**config.mk**
```make
export PLATFORM = sky130hd
export DESIGN_NAME = pulse_sched
export DESIGN_NICKNAME = d
export VERILOG_FILES = /design/src/rtl/pulse_sched.sv
export SDC_FILE = /design/constraint.sdc
export NUM_CORES = 1
export LEC_CHECK = 0
export ABC_CLOCK_PERIOD_IN_PS = 3050
export CORE_MARGIN = 2
export CORE_UTILIZATION = 35
export DETAILED_ROUTE_END_ITERATION = 8
export GPL_ROUTABILITY_DRIVEN = 1
export HOLD_SLACK_MARGIN = 0.1
export SLEW_MARGIN = 20
export SYNTH_ARGS = -nofsm -noshare
export SYNTH_HDL_FRONTEND = slang
export SYNTH_SLANG_ARGS = --single-unit
```
**constraint.sdc**
```tcl
create_clock -name Clk -period 3.05 [get_ports Clk]
set_input_delay 0.305 -clock Clk [delete_from_list [all_inputs] [get_ports Clk]]
set_output_delay 0.305 -clock Clk [all_outputs]
set_load 0.05 [all_outputs]
```
**src/rtl/pulse_sched.sv**
```systemverilog
// pulse_sched: round-robin scheduler that shares one programmable delay
// timer among N_REQ requesters. The owner holds Gnt while the delay runs;
// at expiry a single-cycle Mo pulse and Ack to the owner are emitted.
// A running delay can be cancelled by Abort or by the owner dropping Req.
//
// Ports
//   Clk    in   rising-edge system clock
//   Clr    in   asynchronous active-high reset
//   Req    in   [N_REQ] level requests, held until Ack
//   Dly    in   [CNT_W] delay in cycles, sampled at grant (0 treated as 1)
//   Abort  in   cancel running delay / block a grant in IDLE
//   Gnt    out  [N_REQ] one-hot owner while the timer runs
//   Ack    out  [N_REQ] one-cycle pulse to the owner at expiry
//   Mo     out  one-cycle pulse at expiry
//   Busy   out  high in RUN and DONE
//   Cnt    out  [CNT_W] running count, 0 outside RUN
module pulse_sched #(
    parameter int N_REQ = 4,
    parameter int CNT_W = 18
) (
    input  logic             Clk,
    input  logic             Clr,
    input  logic [N_REQ-1:0] Req,
    input  logic [CNT_W-1:0] Dly,
    input  logic             Abort,
    output logic [N_REQ-1:0] Gnt,
    output logic [N_REQ-1:0] Ack,
    output logic             Mo,
    output logic             Busy,
    output logic [CNT_W-1:0] Cnt
);

    localparam int IDX_W = (N_REQ > 1) ? $clog2(N_REQ) : 1;

    typedef enum logic [1:0] {IDLE, RUN, DONE} state_t;

    state_t             state, state_nxt;
    logic [IDX_W-1:0]   ptr, ptr_nxt;
    logic [IDX_W-1:0]   idx, idx_nxt;
    logic [CNT_W-1:0]   d_lat, d_nxt;
    logic [CNT_W-1:0]   cnt, cnt_nxt;
    logic [N_REQ-1:0]   gnt, gnt_nxt;
    logic [N_REQ-1:0]   ack, ack_nxt;
    logic               mo, mo_nxt;
    logic               busy, busy_nxt;

    logic               pick_vld;
    logic [IDX_W-1:0]   pick_idx;
    logic [IDX_W-1:0]   ptr_inc;

    // First set request at or above ptr, wrapping to 0.
    always_comb begin
        int j;
        j        = 0;
        pick_vld = 1'b0;
        pick_idx = '0;
        for (int i = 0; i < N_REQ; i++) begin
            j = int'(ptr) + i;
            if (j >= N_REQ) j = j - N_REQ;
            if (!pick_vld && Req[j]) begin
                pick_vld = 1'b1;
                pick_idx = IDX_W'(j);
            end
        end
    end

    // Pointer always moves past the owner, whether it completed or was cancelled.
    assign ptr_inc = (idx == IDX_W'(N_REQ - 1)) ? '0 : idx + 1'b1;

    always_comb begin
        state_nxt = state;
        ptr_nxt   = ptr;
        idx_nxt   = idx;
        d_nxt     = d_lat;
        cnt_nxt   = cnt;
        gnt_nxt   = gnt;
        ack_nxt   = '0;
        mo_nxt    = 1'b0;
        busy_nxt  = busy;
        case (state)
            IDLE: begin
                gnt_nxt  = '0;
                cnt_nxt  = '0;
                busy_nxt = 1'b0;
                if (!Abort && pick_vld) begin
                    state_nxt = RUN;
                    idx_nxt   = pick_idx;
                    d_nxt     = (Dly == '0) ? CNT_W'(1) : Dly;
                    gnt_nxt   = N_REQ'(1) << pick_idx;
                    busy_nxt  = 1'b1;
                end
            end
            RUN: begin
                // Cancel is checked first so Abort beats a same-cycle expiry.
                if (Abort || !Req[idx]) begin
                    state_nxt = IDLE;
                    gnt_nxt   = '0;
                    cnt_nxt   = '0;
                    busy_nxt  = 1'b0;
                    ptr_nxt   = ptr_inc;
                end else if (cnt == d_lat - 1'b1) begin
                    state_nxt = DONE;
                    gnt_nxt   = '0;
                    cnt_nxt   = '0;
                    ack_nxt   = gnt;
                    mo_nxt    = 1'b1;
                end else begin
                    cnt_nxt = cnt + 1'b1;
                end
            end
            DONE: begin
                state_nxt = IDLE;
                busy_nxt  = 1'b0;
                ptr_nxt   = ptr_inc;
            end
            default: begin
                state_nxt = IDLE;
                gnt_nxt   = '0;
                cnt_nxt   = '0;
                busy_nxt  = 1'b0;
            end
        endcase
    end

    always_ff @(posedge Clk or posedge Clr) begin
        if (Clr) begin
            state <= IDLE;
            ptr   <= '0;
            idx   <= '0;
            d_lat <= '0;
            cnt   <= '0;
            gnt   <= '0;
            ack   <= '0;
            mo    <= 1'b0;
            busy  <= 1'b0;
        end else begin
            state <= state_nxt;
            ptr   <= ptr_nxt;
            idx   <= idx_nxt;
            d_lat <= d_nxt;
            cnt   <= cnt_nxt;
            gnt   <= gnt_nxt;
            ack   <= ack_nxt;
            mo    <= mo_nxt;
            busy  <= busy_nxt;
        end
    end

    assign Gnt  = gnt;
    assign Ack  = ack;
    assign Mo   = mo;
    assign Busy = busy;
    assign Cnt  = cnt;

endmodule
```
# Word-level counts from Yosys, hierarchy flattened
# Index checks and enable logic that the tools add are counted.
# totals
ff_bits	52
input_bits	25
output_inout_bits	28
word_cells	104
# op_classes
addsub	10
order_cmp	9
n_eq_ne	7
n_shift	1
mux	50
n_bitwise	1
reduce_logical	17
# ops
cell	n
32-bit by 4-bit less-than comparator with 1-bit output, second input constant	4
32-bit 2-to-1 mux	4
18-bit 2-to-1 mux	3
18-bit case mux with 2 select lines	1
4-bit 2-to-1 mux	6
18-bit by 1-bit adder with 18-bit output, second input constant	1
18-bit == test	1
18-bit zero test	1
1-bit 2-to-1 mux	18
2-bit 2-to-1 mux	9
18-bit by 1-bit subtractor with 18-bit output, second input constant	1
4-bit case mux with 3 select lines	1
3-bit by 3-bit subtractor with 4-bit output, second input constant	3
1-bit binary-select mux with 2-bit select	5
3-bit greater-or-equal comparator, second input constant	3
2-bit case mux with 2 select lines	2
2-bit AND reduction	4
2-bit by 2-bit adder with 3-bit output, second input constant	2
1-bit zero test	5
2-bit == test, second input constant	2
1-bit logical AND	4
2-bit != test, second input constant	2
1-bit by 2-bit left shift with 4-bit output, first input constant	1
2-bit by 3-bit subtractor with 4-bit output, second input constant	1
11 further kinds	11

# Logic depth before layout (Yosys ltp)
# Gate-level depths: netlist (run 1).
# depth
ltp_word	18
depth_mapped	10
depth_no_buf	9

# Worst setup path after synthesis (run 1)
# Ideal clock, no wire load.
# synth_timing
kind	reg-to-reg
start	register d_lat[4]
end	register cnt[7], in the netlist Cnt[7]
setup_time_ns	0.120
t_arrival_ns	2.585
required_ns	2.930
path_slack_ns	0.345
stages_incl_launch_ff	10
n_path_buf	2
period_less_slack_ns	2.705
cell_sequence	dfrtp_1 -> buf_6 -> or4_4 -> or4_4 -> a32o_1 -> nor3_2 -> nand4_2 -> a21oi_4 -> buf_6 -> nor2_1
# synth_between
elab_chain_len	5
# synth_rtl
item	line_no	rtl
from (decl)	40	logic [CNT_W-1:0] d_lat, d_nxt;
from (signal assigned)	140	d_lat <= d_nxt;
18-bit by 1-bit subtractor with 18-bit output	101	end else if (cnt == d_lat - 1'b1) begin
18-bit == test	101	
18-bit 2-to-1 mux	101	
18-bit 2-to-1 mux	95	if (Abort || !Req[idx]) begin
18-bit case mux with 2 select lines	80	case (state)
to (signal assigned)	141	cnt <= cnt_nxt;
to (decl)	41	logic [CNT_W-1:0] cnt, cnt_nxt;
# No other way between the ends.
# A chain may end at the register's enable or synchronous reset.

# Final worst setup path (run 1)
# layout_timing
start	register d_lat[0]
end	register gnt[2], in the netlist Gnt[2]
# layout_between
elab_chain_len	4
# layout_rtl
item	line_no	rtl
18-bit by 1-bit subtractor with 18-bit output	101	
18-bit == test	101	
3-bit != test (no source line)	-	
2-bit AND reduction (no source line)	-	
to (signal assigned)	142	gnt <= gnt_nxt;
to (decl)	42	logic [N_REQ-1:0] gnt, gnt_nxt;
# No other way between the ends.

==> results of run 1 <==
## worst reg2reg max path, stage by stage, from the launching register on
cell and delay (ns):
sky130_fd_sc_hd__dfrtp_1 0.44, sky130_fd_sc_hd__inv_1 0.11, sky130_fd_sc_hd__ha_1 0.21, sky130_fd_sc_hd__or3b_2 0.50, sky130_fd_sc_hd__or4_4 0.45, sky130_fd_sc_hd__a32o_1 0.23, sky130_fd_sc_hd__nor3_2 0.18, sky130_fd_sc_hd__nand4_2 0.21
sky130_fd_sc_hd__a21oi_4 0.19, sky130_fd_sc_hd__buf_4 0.15, sky130_fd_sc_hd__o22ai_1 0.07
## state kept, by name, indices dropped and copies added (netlist names)
register and count:
Ack 4, state 2, Cnt 18, idx 2, d_lat 18, Busy 1
ptr 2, Gnt 4, Mo 1
## worst paths after layout
kind,cells after the start,startpoint,end
max,10,d_lat[0],Gnt[2]
min,2,Clr,Ack[2]
max reg2reg,10,d_lat[0],Gnt[2]
min reg2reg,2,Busy,Busy
max in group asynchronous,3,Clr,idx[1]
min in group Clk,2,Busy,Busy
## through the flow
stage | utilization | power (mW)
floorplan | - | 1.571
global placement | 0.4458 | 1.818
detailed placement | 0.4458 | 1.827
CTS | 0.4570 | 2.243
global route | 0.4583 | 2.397
finish | 0.4583 | 2.234
## report_power, final
group	total (mW)	switching [mW]	internal, mW
logic	0.857	0.480	0.377
clock network	0.409	0.246	0.163
registers	0.968	0.161	0.807
## area by class of cell
| type | instances | area, um2 | area share |
|---|---|---|---|
| multi-input combinational | 252 | 1574 | 0.4159 |
| sequential | 52 | 1301 | 0.3438 |
| timing repair buffer | 65 | 621.8 | 0.1643 |
| tap | 105 | 131.4 | 0.03471 |
| clock buffer | 5 | 68.82 | 0.01818 |
| inverter | 17 | 63.81 | 0.01686 |
| clock inverter | 3 | 23.77 | 0.006281 |
## cell usage after synthesis (3+ instances only)
master and instances:
sky130_fd_sc_hd__a21oi_1 6, sky130_fd_sc_hd__and3_1 3, sky130_fd_sc_hd__clkbuf_1 4, sky130_fd_sc_hd__dfrtp_1 52, sky130_fd_sc_hd__ha_1 3, sky130_fd_sc_hd__inv_1 17
sky130_fd_sc_hd__nand2_1 61, sky130_fd_sc_hd__nand2b_1 5, sky130_fd_sc_hd__nand3_1 7, sky130_fd_sc_hd__nand4_1 7, sky130_fd_sc_hd__nor2_1 35, sky130_fd_sc_hd__nor2b_1 4
sky130_fd_sc_hd__nor3_1 10, sky130_fd_sc_hd__nor4_1 6, sky130_fd_sc_hd__o21ai_0 11, sky130_fd_sc_hd__o22ai_1 6, sky130_fd_sc_hd__or4_4 3, sky130_fd_sc_hd__xnor2_1 16
sky130_fd_sc_hd__xor2_1 21
## logic make-up after synthesis
group	share of synthesized area
DFF	0.4342
AOI/OAI and AO/OA	0.1148
adders and majority gates	0.01253
and+or+nand+nor	0.2693
buffers and inverters	0.04300
xor gates and xnor gates	0.1081
muxes	0.01795
## per-layer routing
metal | GRT usage | up-vias
met3 | 0.03646 | 19
met5 | 0 | -
met4 | 0.04930 | 0
li1 | - | 1277
met2 | 0.3067 | 72
met1 | 0.2581 | 1257
## placed cells by master, fill, tap and decap left out, types with 2 or more instances in the layout
master,n
sky130_fd_sc_hd__nor2_1,35
sky130_fd_sc_hd__nand4_1,7
sky130_fd_sc_hd__clkinvlp_4,2
sky130_fd_sc_hd__nand3_1,7
sky130_fd_sc_hd__nor4_1,6
sky130_fd_sc_hd__clkdlybuf4s50_1,52
sky130_fd_sc_hd__or2_2,2
sky130_fd_sc_hd__nand2_1,61
sky130_fd_sc_hd__o21ai_0,11
sky130_fd_sc_hd__inv_1,16
sky130_fd_sc_hd__a31oi_1,2
sky130_fd_sc_hd__o31ai_1,2
sky130_fd_sc_hd__a21oi_1,6
sky130_fd_sc_hd__a32o_1,2
sky130_fd_sc_hd__ha_1,3
sky130_fd_sc_hd__xor2_1,21
sky130_fd_sc_hd__xnor2_1,16
sky130_fd_sc_hd__and3_1,3
sky130_fd_sc_hd__nor2b_1,4
sky130_fd_sc_hd__mux2i_1,2
sky130_fd_sc_hd__clkbuf_8,5
sky130_fd_sc_hd__or4_4,3
sky130_fd_sc_hd__nand2b_1,5
sky130_fd_sc_hd__and2b_1,2
sky130_fd_sc_hd__nor3_1,10
sky130_fd_sc_hd__dfrtp_1,52
sky130_fd_sc_hd__o22ai_1,6
sky130_fd_sc_hd__buf_4,12
sky130_fd_sc_hd__or4_1,2
## repair_timing
action / 4_1_cts / 5_1_grt
resized for setup: 0 / 1
buffers inserted: 0 / 1
setup endpoints to repair: 0 / 15
==> results.txt, run 1 <==
Layout cells sized above 1 = 0.09898
DP Wirelength = 6.257 mm
Share of the clock period used by the worst path after layout = 0.9399
Routed metal-1 wirelength = 3.828 mm
P per Cell Area = 590.2 mW/mm2
Unrepaired setup endpoints after global routing = no
Number of global-route vias before repair = 2567
Relative slew slack = 0.5666
Post-synth ARST share = 1.000
Dpl cell area = 0.003681 mm2
Sort of element at the start of the critical path = flip-flop
Clock Skew = 0.01127 ns
Slew of the pin with the lowest slew margin = 0.6442 ns
Critical Path RT = 3.22 ns
Vias per cell = 5.261
Avg Cell Area, Syn = 9.053 um2
Detailed-route DRC error count = 0
Final Worst Setup Slack = 0.1834 ns
Register clock-pin slew on the reported worst setup and hold paths = 0.11 ns
Number of failing setup endpoints in the final timing report = 0
Final setup TNS = 0 ns
Sequential cell area fraction in the yosys report = 0.4342
Max incr delay on CP = 0.50 ns
Wire length reported by the detailed router = 8.072 mm
Run status = finished, final reports clean
Count of mapped cells out of synthesis = 331
Prevailing post-synth register cell = sky130_fd_sc_hd__dfrtp_1
Number of buffers added by the clock tree synthesis step = 5
Synthesized netlist net count = 359
Die outline area = 0.009318 mm2
Unique cell type count in the Yosys netlist = 63
Placed Cells = 490
Number of diodes added for antenna fixing = 0
Clock tree from TritonCTS = built
Time the final worst path needs with I/O delays and setup = 2.867 ns
Routed length on met2 = 3.710 mm
Synth area leaders = sky130_fd_sc_hd__dfrtp_1 43%, sky130_fd_sc_hd__nand2_1 7.6%, sky130_fd_sc_hd__xor2_1 6.1%, sky130_fd_sc_hd__xnor2_1 4.7%, sky130_fd_sc_hd__nor2_1 4.4%
EDFF count, synth = 0
Lkg Pwr = 1.602 nW
Number of nets in the layout = 421
Wire length of the first global-routing pass = 13.33 mm
Final hold violation count = 0
Top achievable clock speed = 0.3488 GHz
Synthesis-stage register bit count = 52
Post-route standard cell area excluding fillers = 0.003785 mm2
Filler Cell Count = 824
Buffers & Inverters on Critical Path = 2
Largest net degree at the start of global routing = 25
Arrival time at the worst endpoint = 3.04 ns
TritonRoute pass-1 iters = 4
Total number of yosys warnings = 0
GR Util All Layers = 0.1885
Number of vias after detailed routing = 2625
Met3 WL post-DR = 371 um
Hold Crit Class = in -> async
Final max-slew violation count = 0
Starting Density = 0.3629
Max_cap viols = 0
CTS max path bufs = 2
Kind of end point of the critical path = flip-flop
Cell area after synthesis = 0.002997 mm2
Area share of the largest cell type after synthesis = 0.4342
Die Height = 96.53 um
Fin cells = 499
Drt initial violations = 123
CTS Sinks = 52
Initial antenna violation count = 0
Critical Path, Cell by Cell = inv_1, ha_1, or3b_2, or4_4, a32o_1, nor3_2, nand4_2, a21oi_4, buf_4, o22ai_1
Post-detailed-route wirelength per cell = 16.18 um
Area of the core = 0.008258 mm2
Max layer used = met4
Number of primary I/O pins = 53
Remaining antenna violation count after routing = 0
Top delay family on crit path = simple AND/OR/NAND/NOR gates
Clock insertion delay at the later pin of the skew report = 0.31 ns
Number of H-tree branching levels = 2
Worst setup slack for register-to-register paths = 0.18 ns
WHS = 0.1783 ns
Die W = 96.53 um
Slowest stage cell, crit path = sky130_fd_sc_hd__or3b_2
GPL Wtd Cong = 0.9364
Crit-path max FO = 5
Grt total ovfl = 0
Synthesis-to-layout area growth = 26.30%
Largest vdd supply drop = 0.2617 mV
Quantity of I/O buffers inserted on ports = 52
Worst slack at placement = 0.08508 ns
Worst setup path class = reg -> reg
Root buffer cell = sky130_fd_sc_hd__clkbuf_8
FP Rows = 33
Synth area leader = sky130_fd_sc_hd__dfrtp_1
Number of hold-repair buffers added at the cts stage = 0
(Power assumes the default switching activity.)
==> run 2: changes to the inputs <==
--- a/config.mk
+++ b/config.mk
@@ -7,5 +7,5 @@
 export LEC_CHECK = 0
 export ABC_CLOCK_PERIOD_IN_PS = 3050
-export CORE_MARGIN = 2
+export CAP_MARGIN = 20
 export CORE_UTILIZATION = 35
 export DETAILED_ROUTE_END_ITERATION = 8
==> constraint.sdc (replaced) <==
create_clock -name Clk -period 3.05 [get_ports Clk]
set_input_delay 0.915 -clock Clk [delete_from_list [all_inputs] [get_ports Clk]]
set_output_delay 0.915 -clock Clk [all_outputs]
set_load 0.05 [all_outputs]
==> run 2 against run 1 <==
Utilization increased by 0.77 points. Worst hold slack improved by 0.31 ns. Flip-flop and latch count unchanged. Fmax increased by 1.2%. Clock skew about the same. Critical path type unchanged. Largest power group unchanged.
==> results.txt, run 2 (same netlist as run 1, synthesis figures left out) <==
Run status = finished, final reports clean
Number of global-route vias before repair = 2666
Grt total ovfl = 0
Arrival time at the worst endpoint = 3.02 ns
Global-route layer with the greatest usage = met2
GPL Wtd Cong = 0.8795
Time the final worst path needs with I/O delays and setup = 2.832 ns
Lkg Pwr = 1.636 nW
Clock tree from TritonCTS = built
Met3 capacity usage during global routing = 0.04750
Internal power summed over all cells = 1.365 mW
GR Util All Layers = 0.1989
Drt initial violations = 144
Number of hold-repair buffers added at the cts stage = 0
Max_cap viols = 0
Final max-slew violation count = 0
Wire length reported by the detailed router = 8.002 mm
Wire length of the first global-routing pass = 13.55 mm
Kind of end point of the critical path = flip-flop
Post-detailed-route wirelength per cell = 15.91 um
Number of nets in the layout = 425
Remaining antenna violation count after routing = 0
Largest net degree at the start of global routing = 31
Initial antenna violation count = 0
P per Cell Area = 588.0 mW/mm2
Top achievable clock speed = 0.3531 GHz
Hold Crit Class = reg -> reg
Quantity of I/O buffers inserted on ports = 52
Starting Density = 0.3629
Relative slew slack = 0.6442
Relative contribution of combinational cells to total power = 0.394
Top library cells by usage in the layout, fill and taps aside = 61 x sky130_fd_sc_hd__nand2_1, 52 x sky130_fd_sc_hd__dfrtp_1, 52 x sky130_fd_sc_hd__clkdlybuf4s50_1, 35 x sky130_fd_sc_hd__nor2_1, 21 x sky130_fd_sc_hd__xor2_1
Clock Skew = 0.01170 ns
Detailed-route DRC error count = 0
Fraction of power consumed by sequential logic = 0.424
Layout cells sized above 1 = 0.1080
Share of the core filled with cells = 0.4661
Final hold violation count = 0
Unrepaired setup endpoints after global routing = no
Power dissipated by switching net loads = 897.9 uW
Area of the core = 0.008258 mm2
Die outline area = 0.008936 mm2
Sort of element at the start of the critical path = flip-flop
DP Wirelength = 6.195 mm
Max incr delay on CP = 0.49 ns
Register clock-pin slew on the reported worst setup and hold paths = 0.10 ns
TritonRoute pass-1 iters = 4
CTS max path bufs = 2
CTS Sinks = 52
Die Height = 94.53 um
Global-route met2 utilization = 0.3207
Number of failing setup endpoints in the final timing report = 0
Number of buffers added by the clock tree synthesis step = 5
Number of H-tree branching levels = 2
Most common library cell in the layout ignoring fill and taps = sky130_fd_sc_hd__nand2_1
Synthesis-to-layout area growth = 28.43%
Number of buffers inserted by post-CTS setup repair = 0
Slowest stage cell, crit path = sky130_fd_sc_hd__or3b_2
FP Rows = 33
Slew of the pin with the lowest slew margin = 0.5288 ns
Largest vdd supply drop = 0.3019 mV
Vias per cell = 5.235
Number of vias after detailed routing = 2633
Root buffer cell = sky130_fd_sc_hd__clkbuf_8
Final setup TNS = 0 ns
Number of gates given a new drive strength after cts = 0
Number of primary I/O pins = 53
Share of the clock period used by the worst path after layout = 0.9286
Number of diodes added for antenna fixing = 0
Clock network power share = 0.183
Die W = 94.53 um
Worst setup path class = reg -> reg
Sw Share = 0.3968
Critical Path, Cell by Cell = inv_1, ha_1, or3b_2, or4_4, a32o_1, nor3_2, nand4_2, a21oi_4, buf_12, o22ai_1
Crit-path max FO = 19
Clock insertion delay at the later pin of the skew report = 0.32 ns
GRT met1 Usage = 0.2620
Critical Path RT = 3.24 ns
run 2: worst paths after layout:
check,start,endpoint,slack (ns),depth (start not counted)
setup / recovery,d_lat[0],Gnt[2],0.22,10
hold / removal,Busy,Busy,0.49,2
setup reg to reg,d_lat[0],Gnt[2],0.22,10
hold reg to reg,Busy,Busy,0.49,2
max in group asynchronous,Clr,d_lat[4],1.58,3
min in group asynchronous,Clr,Cnt[13],0.93,2
run 2: power groups by stage:
stage,combinational (mW),clock [mW],sequential (mW)
global route,0.985,0.454,0.982
detailed placement,0.889,0,0.971
finish,0.891,0.413,0.959
floorplan,0.589,0,0.982
CTS,0.895,0.427,0.959
global placement,0.887,0,0.968
run 2: worst max-delay path, delay by kind of cell, from the launching register on:
| family | cells | cell delay (ns) |
|---|---|---|
| buffers and inverters | 2 | 0.26 |
| and+or+nand+nor | 4 | 1.30 |
| adders and majority gates | 1 | 0.19 |
| DFF | 1 | 0.44 |
| AOI/OAI and AO/OA | 3 | 0.52 |
run 2: final cells by class:
| class | count | area (um2) |
|---|---|---|
| inverters | 17 | 63.81 |
| clock buffers | 5 | 68.82 |
| repair buffers | 69 | 685.7 |
| well taps | 105 | 131.4 |
| flip-flops and latches | 52 | 1301 |
| multi-input cells | 252 | 1574 |
| fillers | 813 | 4409 |
| clock inverters | 3 | 23.77 |
run 2: metrics by stage:
stage	instance area [um2]	total power [mW]	hold WS, ns	setup WS, ns	std cells
after floorplan	2997	1.571	0.4710	0.3448	331
after global placement	3756	1.855	0.4699	0.2825	495
after global routing	3849	2.421	0.5225	0.03976	503
after detailed placement	3756	1.860	0.4790	0.2167	495
final	3849	2.263	0.4929	0.2178	503
after CTS	3849	2.282	0.5039	0.2069	503
run 2: routing by layer:
layer,share of wire,routed length [um]
met1,0.47,3726
met2,0.45,3636
met3,0.056,452
met4,0.023,187
met5,0,0
